## config.mk

```make
export PLATFORM = sky130hd
export DESIGN_NAME = muldiv_unit
export DESIGN_NICKNAME = d
export VERILOG_FILES = /design/src/rtl/muldiv_unit_pkg.sv /design/src/rtl/muldiv_unit_div_iter.sv /design/src/rtl/muldiv_unit.sv
export SDC_FILE = /design/constraint.sdc
export NUM_CORES = 2
export LEC_CHECK = 0
export ABC_AREA = 1
export BUFFER_PORTS_ARGS = -buffer_cell sky130_fd_sc_hd__buf_2
export CAP_MARGIN = 5
export CORE_MARGIN = 8
export CORE_UTILIZATION = 35
export CTS_CLUSTER_SIZE = 16
export DETAILED_ROUTE_END_ITERATION = 8
export REMOVE_ABC_BUFFERS = 1
export SLEW_MARGIN = 10
export SYNTH_ARGS = -nofsm -noshare
export SYNTH_HDL_FRONTEND = slang
export SYNTH_SLANG_ARGS = --single-unit
```

## constraint.sdc

```tcl
create_clock -name clk -period 9.7 [get_ports clk]
set_input_delay 2.425 -clock clk [delete_from_list [all_inputs] [get_ports clk]]
set_output_delay 2.425 -clock clk [all_outputs]
set_load 0.005 [all_outputs]
```

## src/rtl/muldiv_unit_pkg.sv

```systemverilog
// Shared types and helpers for the RV32M multiply/divide execute unit.
package muldiv_unit_pkg;

    localparam int unsigned MD_CNT_W = 6;

    typedef enum logic [1:0] {
        MD_IDLE,
        MD_CALC,
        MD_FIX,
        MD_DONE
    } md_state_e;

    localparam logic [2:0] F3_MUL    = 3'b000;
    localparam logic [2:0] F3_MULH   = 3'b001;
    localparam logic [2:0] F3_MULHSU = 3'b010;
    localparam logic [2:0] F3_MULHU  = 3'b011;
    localparam logic [2:0] F3_DIV    = 3'b100;
    localparam logic [2:0] F3_DIVU   = 3'b101;
    localparam logic [2:0] F3_REM    = 3'b110;
    localparam logic [2:0] F3_REMU   = 3'b111;

    typedef struct packed {
        logic a_signed;
        logic b_signed;
    } md_sign_t;

    // Operand signedness implied by the M-extension opcode.
    function automatic md_sign_t md_signs(input logic [2:0] f3);
        md_sign_t s;
        s = '0;
        case (f3)
            F3_MULH, F3_DIV, F3_REM: s = '{a_signed: 1'b1, b_signed: 1'b1};
            F3_MULHSU:               s.a_signed = 1'b1;
            default:                 s = '0;
        endcase
        return s;
    endfunction

    function automatic logic md_is_div(input logic [2:0] f3);
        return f3[2];
    endfunction

    function automatic logic md_is_rem(input logic [2:0] f3);
        return f3[2] & f3[1];
    endfunction

endpackage

```

## src/rtl/muldiv_unit_div_iter.sv

```systemverilog
// Iterative engine: restoring divider, reused as a shift-add multiplier.
// hi/lo hold remainder/quotient for division and product[63:32]/[31:0] for multiply.
module muldiv_unit_div_iter
    import muldiv_unit_pkg::*;
#(
    parameter int unsigned XLEN = 32
) (
    input  logic            clk,
    input  logic            rst,
    input  logic            i_start,
    input  logic            i_abort,
    input  logic            i_mul,
    input  logic [XLEN-1:0] i_a,
    input  logic [XLEN-1:0] i_b,
    output logic            o_last_c,
    output logic [XLEN-1:0] o_hi,
    output logic [XLEN-1:0] o_lo
);

    logic [MD_CNT_W-1:0] r_cnt;
    logic                r_run;
    logic                r_mul;
    logic [XLEN-1:0]     r_hi;
    logic [XLEN-1:0]     r_lo;

    logic [XLEN-1:0]     w_shift_hi;
    logic [XLEN:0]       w_trial;
    logic                w_ge;
    logic [XLEN-1:0]     w_addend;
    logic [XLEN:0]       w_sum;
    logic [XLEN-1:0]     w_nxt_hi;
    logic [XLEN-1:0]     w_nxt_lo;

    // Shifted remainder is XLEN+1 bits wide; its top bit alone guarantees it exceeds the divisor.
    assign w_shift_hi = {r_hi[XLEN-2:0], r_lo[XLEN-1]};
    assign w_trial    = {r_hi, r_lo[XLEN-1]} - {1'b0, i_b};
    assign w_ge       = r_hi[XLEN-1] | ~w_trial[XLEN];
    assign w_addend   = r_lo[0] ? i_b : '0;
    assign w_sum      = {1'b0, r_hi} + {1'b0, w_addend};

    always_comb begin
        w_nxt_hi = w_shift_hi;
        w_nxt_lo = {r_lo[XLEN-2:0], 1'b0};
        if (r_mul) begin
            w_nxt_hi = w_sum[XLEN:1];
            w_nxt_lo = {w_sum[0], r_lo[XLEN-1:1]};
        end else if (w_ge) begin
            w_nxt_hi = w_trial[XLEN-1:0];
            w_nxt_lo = {r_lo[XLEN-2:0], 1'b1};
        end
    end

    always_ff @(posedge clk) begin
        if (rst) begin
            r_run <= 1'b0;
            r_mul <= 1'b0;
            r_cnt <= '0;
            r_hi  <= '0;
            r_lo  <= '0;
        end else if (i_abort) begin
            r_run <= 1'b0;
        end else if (i_start) begin
            r_run <= 1'b1;
            r_mul <= i_mul;
            r_cnt <= MD_CNT_W'(XLEN - 1);
            r_hi  <= '0;
            r_lo  <= i_a;
        end else if (r_run) begin
            r_hi <= w_nxt_hi;
            r_lo <= w_nxt_lo;
            if (r_cnt == '0) begin
                r_run <= 1'b0;
            end else begin
                r_cnt <= r_cnt - MD_CNT_W'(1);
            end
        end
    end

    assign o_last_c = r_run && (r_cnt == '0);
    assign o_hi     = r_hi;
    assign o_lo     = r_lo;

endmodule

```

## src/rtl/muldiv_unit.sv

```systemverilog
// RV32M multi-cycle multiply/divide unit with start/busy/done handshake.
// Owns the control FSM, sign handling and the RISC-V division special cases.
module muldiv_unit
    import muldiv_unit_pkg::*;
#(
    parameter int unsigned XLEN     = 32,
    parameter bit          FAST_MUL = 1'b1
) (
    input  logic            clk,
    input  logic            rst,
    input  logic            start,
    input  logic [2:0]      funct3,
    input  logic [XLEN-1:0] rs1_data,
    input  logic [XLEN-1:0] rs2_data,
    input  logic            flush,
    output logic            busy,
    output logic            done,
    output logic [XLEN-1:0] result
);

    localparam int unsigned      XW2  = 2 * XLEN;
    localparam logic [XLEN-1:0]  SMIN = {1'b1, {(XLEN-1){1'b0}}};

    md_state_e       r_state;
    logic [2:0]      r_op;
    logic            r_neg;
    logic            r_neg_rem;
    logic [XLEN-1:0] r_opa;
    logic [XLEN-1:0] r_opb;
    logic            r_busy;
    logic            r_done;
    logic [XLEN-1:0] r_result;

    md_sign_t        w_sign;
    logic            w_a_neg;
    logic            w_b_neg;
    logic [XLEN-1:0] w_abs_a;
    logic [XLEN-1:0] w_abs_b;
    logic            w_div0;
    logic            w_ovf;
    logic            w_special;
    logic [XLEN-1:0] w_special_res;
    logic            w_accept;
    logic            w_iter_start;
    logic            w_fast_calc;
    logic            w_last;
    logic [XLEN-1:0] w_hi;
    logic [XLEN-1:0] w_lo;
    logic [XW2-1:0]  w_fast_prod;
    logic [XLEN-1:0] w_fast_res;
    logic [XLEN-1:0] w_quo;
    logic [XLEN-1:0] w_rem;
    logic [XLEN-1:0] w_fix_res;

    // Sign-correct a full product and pick the half the opcode asks for.
    function automatic logic [XLEN-1:0] mul_pick(input logic [XW2-1:0] p, input logic neg,
                                                 input logic [2:0] op);
        logic [XW2-1:0] s;
        s = neg ? -p : p;
        return (op == F3_MUL) ? s[XLEN-1:0] : s[XW2-1:XLEN];
    endfunction

    assign w_sign  = md_signs(funct3);
    assign w_a_neg = w_sign.a_signed & rs1_data[XLEN-1];
    assign w_b_neg = w_sign.b_signed & rs2_data[XLEN-1];
    assign w_abs_a = w_a_neg ? -rs1_data : rs1_data;
    assign w_abs_b = w_b_neg ? -rs2_data : rs2_data;

    assign w_div0    = (rs2_data == '0);
    assign w_ovf     = ((funct3 == F3_DIV) || (funct3 == F3_REM)) &&
                       (rs1_data == SMIN) && (rs2_data == '1);
    assign w_special = md_is_div(funct3) & (w_div0 | w_ovf);

    always_comb begin
        w_special_res = '1;
        if (w_div0) begin
            w_special_res = md_is_rem(funct3) ? rs1_data : '1;
        end else if (md_is_rem(funct3)) begin
            w_special_res = '0;
        end else begin
            w_special_res = SMIN;
        end
    end

    // The single-cycle product path bypasses the iterative engine entirely.
    assign w_accept     = (r_state == MD_IDLE) & start & ~flush;
    assign w_iter_start = w_accept & ~w_special & ~(FAST_MUL & ~md_is_div(funct3));
    assign w_fast_calc  = FAST_MUL & ~md_is_div(r_op);

    muldiv_unit_div_iter #(
        .XLEN(XLEN)
    ) u_iter (
        .clk      (clk),
        .rst      (rst),
        .i_start  (w_iter_start),
        .i_abort  (flush),
        .i_mul    (~md_is_div(funct3)),
        .i_a      (w_abs_a),
        .i_b      (r_opb),
        .o_last_c (w_last),
        .o_hi     (w_hi),
        .o_lo     (w_lo)
    );

    assign w_fast_prod = XW2'(r_opa) * XW2'(r_opb);
    assign w_fast_res  = mul_pick(w_fast_prod, r_neg, r_op);
    assign w_quo       = r_neg ? -w_lo : w_lo;
    assign w_rem       = r_neg_rem ? -w_hi : w_hi;

    always_comb begin
        w_fix_res = mul_pick({w_hi, w_lo}, r_neg, r_op);
        if (md_is_div(r_op)) begin
            w_fix_res = md_is_rem(r_op) ? w_rem : w_quo;
        end
    end

    // Control FSM; outputs are registered alongside the state.
    always_ff @(posedge clk) begin
        if (rst) begin
            r_state   <= MD_IDLE;
            r_op      <= '0;
            r_neg     <= 1'b0;
            r_neg_rem <= 1'b0;
            r_opa     <= '0;
            r_opb     <= '0;
            r_busy    <= 1'b0;
            r_done    <= 1'b0;
            r_result  <= '0;
        end else begin
            r_done <= 1'b0;
            if (flush && (r_state != MD_IDLE)) begin
                r_state <= MD_IDLE;
                r_busy  <= 1'b0;
            end else begin
                case (r_state)
                    MD_IDLE: begin
                        if (w_accept) begin
                            r_op      <= funct3;
                            r_neg     <= w_a_neg ^ w_b_neg;
                            r_neg_rem <= w_a_neg;
                            r_opa     <= w_abs_a;
                            r_opb     <= w_abs_b;
                            if (w_special) begin
                                r_state  <= MD_DONE;
                                r_done   <= 1'b1;
                                r_result <= w_special_res;
                            end else begin
                                r_state <= MD_CALC;
                                r_busy  <= 1'b1;
                            end
                        end
                    end
                    MD_CALC: begin
                        if (w_fast_calc) begin
                            r_state  <= MD_DONE;
                            r_busy   <= 1'b0;
                            r_done   <= 1'b1;
                            r_result <= w_fast_res;
                        end else if (w_last) begin
                            r_state <= MD_FIX;
                        end
                    end
                    MD_FIX: begin
                        r_state  <= MD_DONE;
                        r_busy   <= 1'b0;
                        r_done   <= 1'b1;
                        r_result <= w_fix_res;
                    end
                    MD_DONE: begin
                        r_state <= MD_IDLE;
                    end
                    default: begin
                        r_state <= MD_IDLE;
                        r_busy  <= 1'b0;
                    end
                endcase
            end
        end
    end

    assign busy   = r_busy;
    assign done   = r_done;
    assign result = r_result;

endmodule

```

-- Word-level counts from Yosys, hierarchy flattened
Index checks and enable logic that the tools add are counted.
W data, S select, Z words.
- bits of input ports: 71
- flip-flop bits (word level): 177
- output and inout port bits: 34
- logic and storage cells: 126
- add/subtract/negate cells: 9
- mux-type cells: 47
- reductions and logical operators: 23
- bitwise logic cells: 17
- $mul: 1
- eq/ne operators: 15
- operators by type and width (operator ; count):
    $mux W32 ; 22
    $mux W64 ; 2
    $neg A32 Y32 ; 4
    $neg A64 Y64 ; 2
    $pmux W32 S3 ; 1
    $eq A32 B32 Y1 const B ; 2
    $mul A32 B32 Y64 ; 1
    $add A32 B32 Y33 ; 1
    $sub A33 B32 Y33 ; 1
    $logic_not A32 Y1 ; 1
    $mux W6 ; 3
    $mux W1 ; 12
    $and A1 B1 Y1 ; 9
    $mux W2 ; 4
    $ne A2 B2 Y1 const B ; 4
    $pmux W2 S4 ; 1
    $eq A3 B3 Y1 const B ; 2
    $logic_not A6 Y1 ; 1
    $pmux W1 S3 ; 2
    $reduce_and A2 Y1 ; 3
    $reduce_and A3 Y1 ; 2
    $sub A6 B1 Y6 const B ; 1
    $not A1 Y1 ; 5
    $reduce_and A5 Y1 ; 1
    18 further kinds ; 25

-- Longest topological paths before layout
- depth after elaboration: 11
- mapped depth: 47
- mapped depth without buffers: 45

-- Cells and area by module
From an unflattened synthesis, not the netlist that was laid out.
- cells, all modules: 8887
- area, all modules: 57355.0 um2
- by module, submodules not included (module ; area an instance (um2) ; cells an instance ; instances ; seq. area each (um2)):
    muldiv_unit ; 48241.3 ; 7196 ; 1 ; 2102.0
    muldiv_unit_div_iter ; 9113.7 ; 1691 ; 1 ; 1441.4

-- Least setup slack after synthesis
No wires, ideal clock.
- path kind: reg2reg
- from: reg r_opb[11]
- to: reg r_result[23] (netlist: result[23])
- arrival: 7157 ps
- data required time: 9568 ps
- clock period less this slack: 7289 ps
- path buffers: 2
- setup slack: 2411 ps
- cell stages (with the launch flop): 38
- setup time: 132 ps
- cell sequence: dfxtp_1 clkbuf_1 clkbuf_1 nand2_1 fa_1 inv_1 fa_1 inv_1 fa_1 inv_1 fa_1 inv_1 fa_1 fa_1 fa_1 fa_1 inv_1 ha_1 [... 2 more ...] inv_1 nor2_1 and2_1 nand2_1 nand3_1 nand2_1 nor2_1 nand2_1 nor3_2 nand3_2 nand2_2 nand2_1 nand2_1 nand3_1 nand2_1 nand2_1 nand2_1 a21oi_1
- longest elaborated chain between the ends: 6
- ends and longest elaborated chain (element ; line ; text):
    start: declaration ; muldiv_unit.sv:29 ; logic [XLEN-1:0] r_opb;
    start signal: assignment ; muldiv_unit.sv:142 ; r_opb <= w_abs_b;
    $mul A32 B32 Y64 (*) ; muldiv_unit.sv:105 ; assign w_fast_prod = XW2'(r_opa) * XW2'(r_opb);
    $neg A64 Y64 ; muldiv_unit.sv:59 ; s = neg ? -p : p;
    $mux W64 (*) ; muldiv_unit.sv:59 ;
    $mux W32 (*) ; muldiv_unit.sv:60 ; return (op == F3_MUL) ? s[XLEN-1:0] : s[XW2-1:XLEN];
    $mux W32 (*) ; muldiv_unit.sv:154 ; if (w_fast_calc) begin
    $pmux W32 S3 (*) ; muldiv_unit.sv:135 ; case (r_state)
    end signal: assignment ; muldiv_unit.sv:146 ; r_result <= w_special_res;
    end signal: assignment ; muldiv_unit.sv:158 ; r_result <= w_fast_res;
    end signal: assignment ; muldiv_unit.sv:167 ; r_result <= w_fix_res;
    end: declaration ; muldiv_unit.sv:32 ; logic [XLEN-1:0] r_result;
Every way passes the cells marked *; elsewhere a longest branch is shown, timed or not. The select of a mux whose other input is x is not followed.
A chain may end at the register's enable or synchronous reset.

-- Final worst setup path
- from: reg r_opa[20]
- to: reg r_result[27] (netlist: result[27])
- longest elaborated chain between the ends: 6
- ends and longest elaborated chain (element ; line ; text):
    start: declaration ; muldiv_unit.sv:28 ; logic [XLEN-1:0] r_opa;
    start signal: assignment ; muldiv_unit.sv:141 ; r_opa <= w_abs_a;
    $mul A32 B32 Y64 (*) ; muldiv_unit.sv:105 ;
    $neg A64 Y64 ; muldiv_unit.sv:59 ;
    $mux W64 (*) ; muldiv_unit.sv:59 ;
    $mux W32 (*) ; muldiv_unit.sv:60 ;
    $mux W32 (*) ; muldiv_unit.sv:154 ;
    $pmux W32 S3 (*) ; muldiv_unit.sv:135 ;
Marked as above.

==> results.txt <==
----------------------------------------------------
[STA]
  Post-route minimum period ... between 9 and 10 ns
  Final hold violation count ... 0
  Worst clock skew on the final layout ... around 0.02 ns
  Share of the cycle needed by the critical path after routing ... 95.5%
  Final-report max-slew violation count ... 0
  Setup-failing EPs final ... 0
  Slew at the pin with the worst max-slew slack ... ~1.2 ns
  Post-route setup TNS ... 0 ns
  Peak clock frequency supported by timing ... between 100 and 150 MHz
  Unrepaired setup endpoints after global routing ... no
  Remaining max-slew budget at the tightest pin ... ~23%

[Pwr]
  Power density over cell area ... 176 mW/mm²
  Clock share of power ... 7.6%
  Share of total power in sequential cells ... between 10% and 20%
  Internal Pwr Total ... roughly 3.8 mW
  Switching power share of the total ... between 60% and 70%
  Share of power burned in combinational logic ... 82.2%
  Total power after layout ... 10.4 mW
  Net load switching power ... roughly 6.6 mW
  Standby leakage power ... roughly 34 nW
  Peak supply drop ... 0.153 mV

[CTS]
  Clock-pin slew on the worst setup and hold paths ... approximately 0.1 ns
  Number of buffers added for setup after CTS ... 0
  Clock tree from TritonCTS ... built
  Num CTS Buffers ... 17
  CTS Hold Bufs ... 0
  Largest buffer count on any clock path ... 2
  Buffer cell driving the clock tree root ... sky130_fd_sc_hd__clkbuf_16
  Number of H-tree levels ... 4
  Source-to-sink clock delay at the later pin of the worst-skew pair ... between 0.5 and 0.6 ns
  Clock tree sinks ... 177
  Resized cells post-CTS ... 0

[Finish]
  Fraction of layout instances using a drive strength above 1 ... under 10%
  Layout Cell Area excl Fill ... 0.0589 mm²
  Signed area change from the synthesized netlist to the final layout ... 6.75%
  Multi-input gate area in the final layout ... around 0.042 mm²
  Number of fill cells ... 16900
  Final #Nets ... approximately 9500
  Non-filler instance count after layout ... 10300
  FF+latch area ... between 0.003 and 0.004 mm²

[Placed design]
  Detail Placement HPWL ... 178 mm
  Number of placed instances with taps included ... between 10000 and 15000
  Final weighted congestion in routability-driven placement ... approximately 0.98
  Placed cell area ... between 0.05 and 0.06 mm²
  Count of port buffers added during placement ... about 100

[Critical path]
  Stage delay of the slowest cell on the critical path ... 0.68 ns
  Worst setup path class ... flop to flop
  Largest driver fanout on the critical path ... 24
  Worst r2r dst ... result[27]$_SDFFE_PP0P_
  Setup crit end kind ... flop
  CP Depth ... 33
  Slowest stage cell on the critical path ... sky130_fd_sc_hd__dfxtp_1
  Reg2Reg Setup Slack ... approximately 0.44 ns
  Reg-to-Reg Start ... r_opa[20]$_SDFFE_PP0P_
  Worst r2r path cells ... 33
  Total buffers and inverters traversed by the critical path ... 6
  Required time of the critical path ... around 10 ns
  Top delay family on crit path ... adder cells
  Launch point of the critical path ... r_opa[20]$_SDFFE_PP0P_
  Setup crit start kind ... flop
  WP data arrival ... about 9.7 ns
  Timing endpoint of the critical path ... result[27]$_SDFFE_PP0P_

[Floorplanning]
  Placeable core area ... approximately 0.16 mm²
  Die area ... 0.171 mm²
  Number of rows created at floorplan ... 145
  Effective utilization at floorplan ... 35.3%
  Die Y ... 413 µm
  Width of the chip ... slightly above 400 µm
  Number of top-level pins ... 105

[Synth]
  Unique masters post-synth ... 63
  Fraction of synthesis flops using an asynchronous set or reset pin ... 0%
  Synth Instances ... 8333
  Sequential cell area fraction in the yosys report ... under 10%
  Synthesis Warnings ... 0
  Yosys top cell by area ... sky130_fd_sc_hd__fa_1
  Number of synthesized register bits ... around 180
  Top flip-flop cell by instance count after synthesis ... sky130_fd_sc_hd__dfxtp_1
  Top post-synthesis cells by area ... sky130_fd_sc_hd__fa_1 (33%), sky130_fd_sc_hd__nand2_1 (15%), sky130_fd_sc_hd__inv_1 (14%)
  Count of flip-flops with a built-in enable after synthesis ... 0
  Mean Syn Cell Area ... ~6.6 µm²
  Dominant cell by count in the synthesized netlist ... sky130_fd_sc_hd__nand2_1
  Netlist area before placement ... ~0.055 mm²
  Fraction of post-synthesis cell area in the top cell type by area ... around 33%
  Top cells by instance count after synthesis ... sky130_fd_sc_hd__nand2_1 (2259), sky130_fd_sc_hd__inv_1 (2131), sky130_fd_sc_hd__fa_1 (898)

[Detailed routing]
  Number of detailed-routing iterations run before antenna repair ... 6
  Routed wire length ... roughly 210 mm
  Detailed-route wire length per cell ... between 20 and 25 µm
  Vias after detailed routing ... 52700
  Initial DRC Count ... 4844
  Final ANT Viol Nets ... 0
  Mean number of vias per cell ... around 5
  DRC violation count after routing ... 0

[GRT]
  Wire length of the first global-routing pass ... ~330 mm
  Largest net degree at the start of global routing ... 75
  Total routing resource utilization after global routing ... roughly a quarter
  Via count of the first global-routing pass ... ~54000
  Initial antenna violation count ... 17
  Global route overflow ... 0

[Outcome]
  Outcome ... finished, final reports clean

[Job]
  Number of max-capacitance violations reported ... 0

[Worst hold path]
  Type of the worst min-delay path ... flop to flop
  Cell count of the worst hold path ... 1

----------------------------------------------------
per-stage QoR:
step                      setup slack, ns  util (%)  hold WS, ns
final                               0.437      37.7        0.461
after global placement              0.537      37.3        0.446
after detailed placement            0.683      37.3        0.452
after floorplan                      1.33         -        0.433
after CTS                           0.627      37.7        0.464
after global routing               0.0535      37.7        0.478
state kept, by name (all words and copies together) (netlist names):
register and cells:
busy 1, result 32, u_iter.r_run 1, r_opb 32, u_iter.r_cnt 6, u_iter.o_hi 32, r_state 2, u_iter.o_lo 32
r_neg_rem 1, u_iter.r_mul 1, r_op 3, r_opa 32, done 1, r_neg 1
layout by cell type, fill, tap and decap left out, drive strengths merged, types with 2 or more instances in the layout:
cell type  Yosys  layout
a211oi         7       7
a21boi         6       6
a21o           3       3
a21oi        436     436
a221oi         5       5
a311oi         5       5
a31oi         43      43
a41oi          4       4
and2           2       2
buf           34     281
clkbuf       361      18
clkinv        10      16
dfxtp        177     177
diode          0       5
fa           898     898
ha           339     339
inv         2149    2155
nand2       2281    2281
nand3        272     272
nand3b        15      15
nand4         47      47
nor2         514     514
nor3          75      75
nor3b          3       3
nor4          12      12
o2111ai        5       5
o211ai        64      64
o21a           6       6
o21ai        347     347
o21bai         9       9
o221ai        27      27
o22ai          3       3
o31ai          4       4
o41ai          2       2
or2           13      13
xnor2         36      36
xor2         112     112
metal layers:
metal / vias up / track usage, % / share of wire, %
met1: 25900 / 33.0 / 43
met2: 2038 / 41.4 / 47
met5: - / 0 / 0.031
met4: 10 / 8.53 / 3.8
met3: 380 / 3.39 / 6.9
li1: 24400 / - / -
area by class of cell:
| class | count | share of cell area (%) |
|---|---|---|
| tap | 2058 | 4.37 |
| clock buffer | 18 | 0.745 |
| antenna | 5 | 0.0212 |
| sequential | 177 | 6.02 |
| clock inverter | 14 | 0.284 |
| multi-input combinational | 5601 | 71.3 |
| inverter | 2159 | 13.8 |
| timing repair buffer | 281 | 3.48 |
power groups by stage:
| stage | sequential, mW | clock (mW) | combinational [mW] |
|---|---|---|---|
| 3_5_place_dp | 1.06 | 0 | 8.41 |
| 3_3_place_gp | 1.06 | 0 | 8.41 |
| 4_1_cts | 1.05 | 0.806 | 8.49 |
| 5_1_grt | 1.06 | 0.828 | 9.44 |
| 6_report | 1.06 | 0.794 | 8.54 |
| 2_1_floorplan | 1.16 | 0 | 5.08 |
logic make-up (layout without fill, tap and decap cells):
kind of cell	Yosys count	after routing	synth area share [%]
AOI/OAI and AO/OA	978	978	9.79
and+or+nand+nor	3238	3238	23.7
adders and majority gates	1237	1237	40.2
DFF	177	177	6.42
xor gates and xnor gates	148	148	2.36
buffers and inverters	2555	2472	17.5
other	0	5	0
worst min path at each step:
stage | startpoint | end
finish | u_iter.r_cnt[5]$_SDFFE_PP0P_ | u_iter.r_cnt[5]$_SDFFE_PP0P_
detailed placement | u_iter.r_cnt[5]$_SDFFE_PP0P_ | u_iter.r_cnt[5]$_SDFFE_PP0P_
global placement | u_iter.r_cnt[5]$_SDFFE_PP0P_ | u_iter.r_cnt[5]$_SDFFE_PP0P_
floorplan | u_iter.r_cnt[5]$_SDFFE_PP0P_ | u_iter.r_cnt[5]$_SDFFE_PP0P_
CTS | u_iter.r_cnt[5]$_SDFFE_PP0P_ | u_iter.r_cnt[5]$_SDFFE_PP0P_
global route | result[2]$_SDFFE_PP0P_ | result[2]$_SDFFE_PP0P_
worst register-to-register path: cells and delay by family (launching register included):
family,cells,cell delay (ns)
fa+ha+maj,9,4.55
flops,1,0.68
buf+inv,6,0.75
compound gates,1,0.06
simple gates,17,3.05
(Power assumes the default switching activity.)
